**config.mk**
```make
export PLATFORM = sky130hd
export DESIGN_NAME = ifetch
export DESIGN_NICKNAME = d
export VERILOG_FILES = /design/src/rtl/ifetch.sv
export SDC_FILE = /design/constraint.sdc
export NUM_CORES = 1
export LEC_CHECK = 0
export ABC_AREA = 1
export BUFFER_PORTS_ARGS = -buffer_cell sky130_fd_sc_hd__buf_2
export CELL_PAD_IN_SITES_DETAIL_PLACEMENT = 1
export CELL_PAD_IN_SITES_GLOBAL_PLACEMENT = 1
export CORE_ASPECT_RATIO = 1.1
export CORE_MARGIN = 2
export CORE_UTILIZATION = 30
export DETAILED_ROUTE_END_ITERATION = 8
export GPL_TIMING_DRIVEN = 0
export HOLD_SLACK_MARGIN = 0.03
export PLACE_DENSITY = 0.74
export SLEW_MARGIN = 20
export SYNTH_ARGS = -nofsm -noshare
export SYNTH_HDL_FRONTEND = slang
export SYNTH_SLANG_ARGS = --single-unit
```
**constraint.sdc**
```tcl
create_clock -name clock -period 3 [get_ports clock]
set_clock_uncertainty 0.2 [all_clocks]
set_input_delay 0.6 -clock clock [delete_from_list [all_inputs] [get_ports clock]]
set_output_delay 0.6 -clock clock [all_outputs]
set_load 0.05 [all_outputs]
```
**src/rtl/ifetch.sv**
```systemverilog
// ifetch - instruction fetch unit between the PC unit and instruction memory.
//
// Reads the current pc, issues one outstanding read at a time to instruction
// memory over a req/ack handshake, and parks returned words in a 2-entry
// buffer. pc_en pulses once per accepted instruction so the PC unit advances.
// The buffer head is presented to decode with its fields already split out.
//
// Ports:
//   clock       in   1   system clock, rising-edge active
//   reset       in   1   asynchronous, active-low reset
//   pc          in  32   address of next instruction (from PC unit)
//   pc_en       out  1   advance strobe to PC unit
//   flush       in   1   redirect; PC loads a non-sequential target this edge
//   imem_req    out  1   read request, held until ack
//   imem_addr   out 32   request address, stable while imem_req=1
//   imem_ack    in   1   read data valid this cycle
//   imem_rdata  in  32   instruction word, valid with imem_ack
//   inst_valid  out  1   buffer non-empty
//   inst_ready  in   1   decode accepts the head entry
//   inst        out 32   head instruction word
//   inst_pc     out 32   address the head instruction came from
//   opcode      out  6   inst[31:26]
//   rc          out  5   inst[25:21]
//   ra          out  5   inst[20:16]
//   rb          out  5   inst[15:11]
//   id          out 16   inst[15:0], literal for the branch-offset path
module ifetch #(
  parameter int DEPTH = 2
) (
  input  logic        clock,
  input  logic        reset,
  input  logic [31:0] pc,
  output logic        pc_en,
  input  logic        flush,
  output logic        imem_req,
  output logic [31:0] imem_addr,
  input  logic        imem_ack,
  input  logic [31:0] imem_rdata,
  output logic        inst_valid,
  input  logic        inst_ready,
  output logic [31:0] inst,
  output logic [31:0] inst_pc,
  output logic [5:0]  opcode,
  output logic [4:0]  rc,
  output logic [4:0]  ra,
  output logic [4:0]  rb,
  output logic [15:0] id
);

  // The buffer is fixed at two entries, so pointers are one bit and wrap
  // naturally; the count needs to represent 0..2.
  localparam int PTR_W = 1;
  localparam int CNT_W = 2;
  localparam logic [CNT_W-1:0] FULL = CNT_W'(DEPTH);

  typedef enum logic [1:0] {
    IDLE,
    REQ,
    ADV,
    DROP
  } state_t;

  state_t           r_state;
  state_t           w_next;

  logic             w_push;
  logic             w_pop;
  logic             w_issue;

  logic             r_req;
  logic [31:0]      r_addr;

  logic [31:0]      r_inst [DEPTH];
  logic [31:0]      r_pc   [DEPTH];
  logic [PTR_W-1:0] r_wptr;
  logic [PTR_W-1:0] r_rptr;
  logic [CNT_W-1:0] r_count;

  always_ff @(posedge clock or negedge reset) begin
    if (!reset) begin
      r_state <= IDLE;
    end else begin
      r_state <= w_next;
    end
  end

  // A new fetch only starts with room guaranteed for its result (count<=1),
  // which is what makes push-while-full unreachable. A flush during an
  // outstanding request never cancels the handshake: the request is parked
  // in DROP until memory answers and the word is thrown away.
  always_comb begin
    w_next = r_state;
    case (r_state)
      IDLE: begin
        if (!flush && (r_count != FULL)) begin
          w_next = REQ;
        end
      end
      REQ: begin
        if (imem_ack) begin
          w_next = flush ? IDLE : ADV;
        end else if (flush) begin
          w_next = DROP;
        end
      end
      ADV: begin
        w_next = IDLE;
      end
      DROP: begin
        if (imem_ack) begin
          w_next = IDLE;
        end
      end
      default: begin
        w_next = IDLE;
      end
    endcase
  end

  // pc_en is suppressed by a same-cycle flush so the PC unit loads the
  // redirect target instead of pc+4.
  always_comb begin
    pc_en   = (r_state == ADV) && !flush;
    w_push  = (r_state == REQ) && imem_ack && !flush;
    w_issue = (r_state == IDLE) && (w_next == REQ);
  end

  always_ff @(posedge clock or negedge reset) begin
    if (!reset) begin
      r_req  <= 1'b0;
      r_addr <= '0;
    end else begin
      r_req <= (w_next == REQ) || (w_next == DROP);
      if (w_issue) begin
        r_addr <= pc;
      end
    end
  end

  assign w_pop = (r_count != '0) && inst_ready;

  // Flush wins over any same-cycle push or pop.
  always_ff @(posedge clock or negedge reset) begin
    if (!reset) begin
      for (int i = 0; i < DEPTH; i++) begin
        r_inst[i] <= '0;
        r_pc[i]   <= '0;
      end
      r_wptr  <= '0;
      r_rptr  <= '0;
      r_count <= '0;
    end else if (flush) begin
      r_wptr  <= '0;
      r_rptr  <= '0;
      r_count <= '0;
    end else begin
      if (w_push) begin
        r_inst[r_wptr] <= imem_rdata;
        r_pc[r_wptr]   <= r_addr;
        r_wptr         <= r_wptr + 1'b1;
      end
      if (w_pop) begin
        r_rptr <= r_rptr + 1'b1;
      end
      case ({w_push, w_pop})
        2'b10:   r_count <= r_count + 2'd1;
        2'b01:   r_count <= r_count - 2'd1;
        default: r_count <= r_count;
      endcase
    end
  end

  a_noOverflow: assert property (@(posedge clock) disable iff (!reset)
    !(w_push && (r_count == FULL)));

  assign imem_req   = r_req;
  assign imem_addr  = r_addr;
  assign inst_valid = (r_count != '0);

  // Head outputs are forced to zero while empty so stale entries never leak.
  assign inst    = inst_valid ? r_inst[r_rptr] : '0;
  assign inst_pc = inst_valid ? r_pc[r_rptr] : '0;
  assign opcode  = inst[31:26];
  assign rc      = inst[25:21];
  assign ra      = inst[20:16];
  assign rb      = inst[15:11];
  assign id      = inst[15:0];

endmodule

```
* Word level (Yosys, flattened, before mapping)
Cells that the tools add are included.
** Word-level totals
- Logic and storage cells :: 67
- Bits in registers :: 167
** Operators by class
- Equality and inequality tests :: 8
- Bitwise logic cells :: 3
- Order comparisons :: 3
- Add/sub/neg operators :: 4
- Reductions and logical operators :: 15
- Multiplexer cells :: 24
** Operator list (count)
- two-way mux 32 bit :: 9
- bitwise mux 64 bit :: 2
- demux 32 bit (select 1 bit) :: 1
- two-way mux 2 bit :: 6
- equality test 2 bit (second input constant) :: 4
- case mux 2 bit (4 select lines) :: 1
- logical AND 1 bit :: 7
- equality test 2 x 1 -> 1 bit (second input constant) :: 3
- nonzero test 2 bit :: 3
- >= comparator 2 bit (second input constant) :: 2
- two-way mux 1 bit :: 4
- inverter 1 -> 2 bit :: 2
- case mux 2 bit (2 select lines) :: 1
- nonzero test 3 bit :: 1
- adder 1 bit (second input constant) :: 2
- adder 2 x 1 -> 2 bit (second input constant) :: 1
- zero test 2 bit :: 1
- < comparator 2 x 1 -> 1 bit (second input constant) :: 1
- != test 2 bit (second input constant) :: 1
- AND reduction 2 bit :: 1
- subtractor 2 x 1 -> 2 bit (second input constant) :: 1
- zero test 1 bit :: 1
- logical OR 1 bit :: 1
- inverter 1 bit :: 1

* Longest topological paths before layout
- Word-level depth :: 6
- Gate-level depth with buffers :: 8
- Depth with buffers taken out :: 8

* Worst setup path after synthesis
Ideal clock, no wire load.
- Path kind :: register to output
- Start :: register r_rptr
- End :: output inst[0]
- Stages on the path, launching flop included :: 7
- Arrival :: 2.090 ns
- Setup slack :: 0.110 ns
- Cells stage by stage :: dfrtp_1 inv_1 buf_2 buf_1 nand2_1 a21oi_1 buf_4
** Between the ends
- Word-level cells in the longest chain between the ends :: 5
** Ends and longest elaborated chain
- start, declared :: RTL line 76 : logic [PTR_W-1:0] r_rptr;
- start signal, assigned :: RTL line 163 : r_rptr <= r_rptr + 1'b1;
- inverter 1 -> 2 bit (implied by the code) :: RTL line 181 : assign inst = inst_valid ? r_inst[r_rptr] : '0;
- two-way mux 32 bit (implied by the code) (3 in series) :: RTL line 181
- two-way mux 32 bit :: RTL line 181
- end, declared :: RTL line 41 : output logic [31:0] inst,
No other way between the ends. The select of a mux whose other input is x is not followed.

* Final worst setup path
- Start :: register r_count[1]
- End :: output rb[1]
** Between the ends
- Word-level cells in the longest chain between the ends :: 2
** Ends and longest elaborated chain
- start, declared :: RTL line 77 : logic [CNT_W-1:0] r_count;
- start signal, assigned :: RTL line 166 : 2'b10: r_count <= r_count + 2'd1;
- start signal, assigned :: RTL line 167 : 2'b01: r_count <= r_count - 2'd1;
- start signal, assigned :: RTL line 168 : default: r_count <= r_count;
- nonzero test 2 bit :: RTL line 178 : assign inst_valid = (r_count != '0);
- two-way mux 32 bit :: RTL line 181
- end, declared :: RTL line 46 : output logic [4:0] rb,
No other way between the ends.

==> run metrics <==
status complete, no violations; PwrDens 1220 nW/µm²; Final period util 94.9%; standard-cell rows 60; PnR worst setup slack 153 ps; Layout area overhead 27.5%; endpoint class of the critical path output pin; DIE WIDTH 155 µm; Routed WL 22.5 mm; number of global-route vias before repair 6,758; max cap viols 0; final core occ 39.2%; H-tree depth 4; top cells by count, synth nand2_1 (270), dfrtp_1 (166), a21oi_1 (99); critical path depth in cells 6; R2R Setup Slk 1370 ps; ys flop type dfrtp_1; CP Cell Sequence nor2_2 > buf_4 > clkbuf_4 > a21oi_1 > buf_4 > buf_2; post-placement setup slack 239 ps; syn_nets 947; max layer used met5; CTS clk-pin slew, worst paths 70 ps; register area share after synthesis 55.1%; CTS tree done; final hold violation count 0; R2R Path Start r_count[1]$_DFFE_PN0P_; Initial Util 30.7%; crit path kind reg -> out; Top-Level Pins 205; Internal Power 5.98 mW; CP Data Required Time 2200 ps; reg2reg path depth 5; reg2reg end r_count[1]$_DFFE_PN0P_; mapped cell area 7540 µm²; detailed-route via count 6,573; worst slew pin tran 706 ps; Num CTS Buffers 17; Post-CTS Setup Bufs 0; ANT cells 0; first-pass GRT wire length 35.9 mm; routed wl met2 11.1 mm; number of port buffers 204; Slew headroom 53.0%; CP Data Arrival Time 2050 ps; count leader, synth nand2_1; area leader, netlist dfrtp_1; HPWL after DPL 15.9 mm; Startpoint Class flip-flop; vias per cell 4.61; CP most frequent cell buf_4; Fmax 351 MHz; Post-synth EDFFs 0; Clock Tree Buf Depth 2; Yosys reg bits 166; max-slew violations 0; die height 170 µm; Initial DRT Pass Iterations 4; met1 wire length 10.0 mm; Sw Pwr 5.75 mW; worst skew pair latency 420 ps; initial antenna violation count 1; ranking of synthesized cells by area dfrtp_1 (55%), nand2_1 (13%), a21oi_1 (6.6%), o21ai_0 (4.4%), o21ai_1 (4.4%); sequential share of power 31.9%; synth unique cells 18; Root Buffer clkbuf_16; clock sinks 166; largest net degree at the start of global routing 90; fin nets 1,172; Max VDD drop 520 µV; Tot Pwr 11.7 mW; max incr delay on CP 450 ps; met3 wire len 1.17 mm; Logic pwr share 49.4%; gpl congestion 0.722; initial DRC count 234; RSZ-0062 raised after global routing no; CP delay by family, top buffers and inverters; Post-DRT Antenna Nets 0; post-synth top area share 55.1%; syn_area_per_cell 8.59 µm²; critical path endpoint rb[1]; worst-path fanout max 10; post-route minimum period 2850 ps; CP bufs+invs 4; Sw Ratio 49.0%; # DRC 0; die area 26,400 µm²; Clk pwr share 18.7%; endpoints failing setup 0; leakage 5.15 nW; ys async rst share 100%; core area 24,500 µm²; Worst setup startpoint r_count[1]$_DFFE_PN0P_; GRT Residual Overflow 0; Slowest cell on crit path dfrtp_1; layout cells sized above 1 29.7%; WL per Instance 15.8 µm; Fill cells 2,993; All-Layer GR Usage 17.4%; yosys warns 0; HP Class in -> reg; Cells after Synth 878
[layout make-up]
type / instances / area [µm²] / area share [%]
Clock inverter: 14 / 151 / 1.58
Inverter: 73 / 274 / 2.85
Buffer: 93 / 761 / 7.91
Sequential cell: 166 / 4150 / 43.2
Tap cell: 310 / 388 / 4.04
Clock buffer: 18 / 429 / 4.46
Multi-Input combinational cell: 546 / 2390 / 24.8
Timing Repair Buffer: 206 / 1070 / 11.1
[worst min path at each step]
| stage | end | depth (start not counted) | slack (ps) | start |
|---|---|---|---|---|
| after floorplan | imem_addr[0]$_DFFE_PN0P_ | 0 | 100 | reset |
| after global placement | r_inst[23]$_DFFE_PN0P_ | 2 | 260 | r_inst[23]$_DFFE_PN0P_ |
| after detailed placement | r_pc[46]$_DFFE_PN0P_ | 2 | 270 | r_pc[46]$_DFFE_PN0P_ |
| after CTS | r_state[0]$_DFF_PN0_ | 2 | 170 | imem_ack |
| after global routing | r_state[0]$_DFF_PN0_ | 2 | 180 | imem_ack |
| final | r_state[0]$_DFF_PN0_ | 2 | 200 | imem_ack |
[power groups by stage]
stage	clock network, mW	logic [mW]	registers, mW
after CTS	2.26	5.89	3.74
after detailed placement	0	5.85	3.78
after floorplan	0	3.65	4.42
after global placement	0	5.73	3.74
final	2.19	5.79	3.75
after global routing	2.35	6.32	3.88
[layer usage]
metal,GRT usage (%),vias to the layer above
met5,0,-
met4,4.23,2
met3,4.28,14
met2,30.0,157
met1,22.0,3194
li1,-,3206
[worst reg2reg max path: stages, from the launching register on]
cell     delay, ps
dfrtp_1        450
o21ai_0        370
nand2_1        160
a21oi_1        230
nand2_1         80
nand2_1         80
[cells by family (layout without fill, tap and decap cells)]
logic type / count (synthesis) / count (layout) / share of synthesized area [%]
xor+xnor: 1 / 1 / 0.116
flops: 166 / 166 / 55.1
compound gates: 232 / 232 / 15.4
buf+inv: 166 / 404 / 13.4
simple gates: 313 / 313 / 16.0
[repair_timing]
action / CTS / global route
gates resized for setup: 11 / 11
hold buffers: 1 / 0
setup endpoints to repair: 67 / 33
hold endpoints to repair: 74 / 0
[through the flow]
| stage | hold slack, ps | cells | instance area (µm²) | setup TNS (ps) |
|---|---|---|---|---|
| final | 199 | 1426 | 9610 | 0 |
| after global routing | 184 | 1426 | 9610 | 0 |
| after CTS | 173 | 1426 | 9600 | 0 |
| after detailed placement | 273 | 1393 | 8990 | 0 |
| after global placement | 265 | 1392 | 8950 | -251640 |
| after floorplan | 104 | 878 | 7540 | 0 |
[registers in the layout (all words and copies together) (netlist names)]
register and count:
r_count 2, r_wptr 1, r_pc 64, r_inst 64
imem_addr 32, r_state 2, r_rptr 1
[cell usage in the layout (no fill, tap or decap)]
cell type / n
clkinvlp_4: 4
clkbuf_8: 1
dlygate4sd3_1: 1
clkinv_4: 2
nand3_4: 1
buf_4: 44
buf_6: 27
nand2_1: 270
xor2_1: 1
clkbuf_1: 3
o21ai_0: 67
inv_6: 2
inv_8: 1
nand3_2: 1
nor2_4: 1
nand4_1: 3
nor2_2: 1
a21oi_2: 1
buf_8: 1
inv_1: 73
a21oi_1: 98
clkbuf_16: 17
o21ai_1: 66
nor2_1: 36
clkbuf_2: 5
buf_16: 1
buf_2: 213
clkinv_2: 3
bufinv_16: 2
dfrtp_1: 166
clkbuf_4: 4
Note: power is estimated with default switching activity, not from simulation.
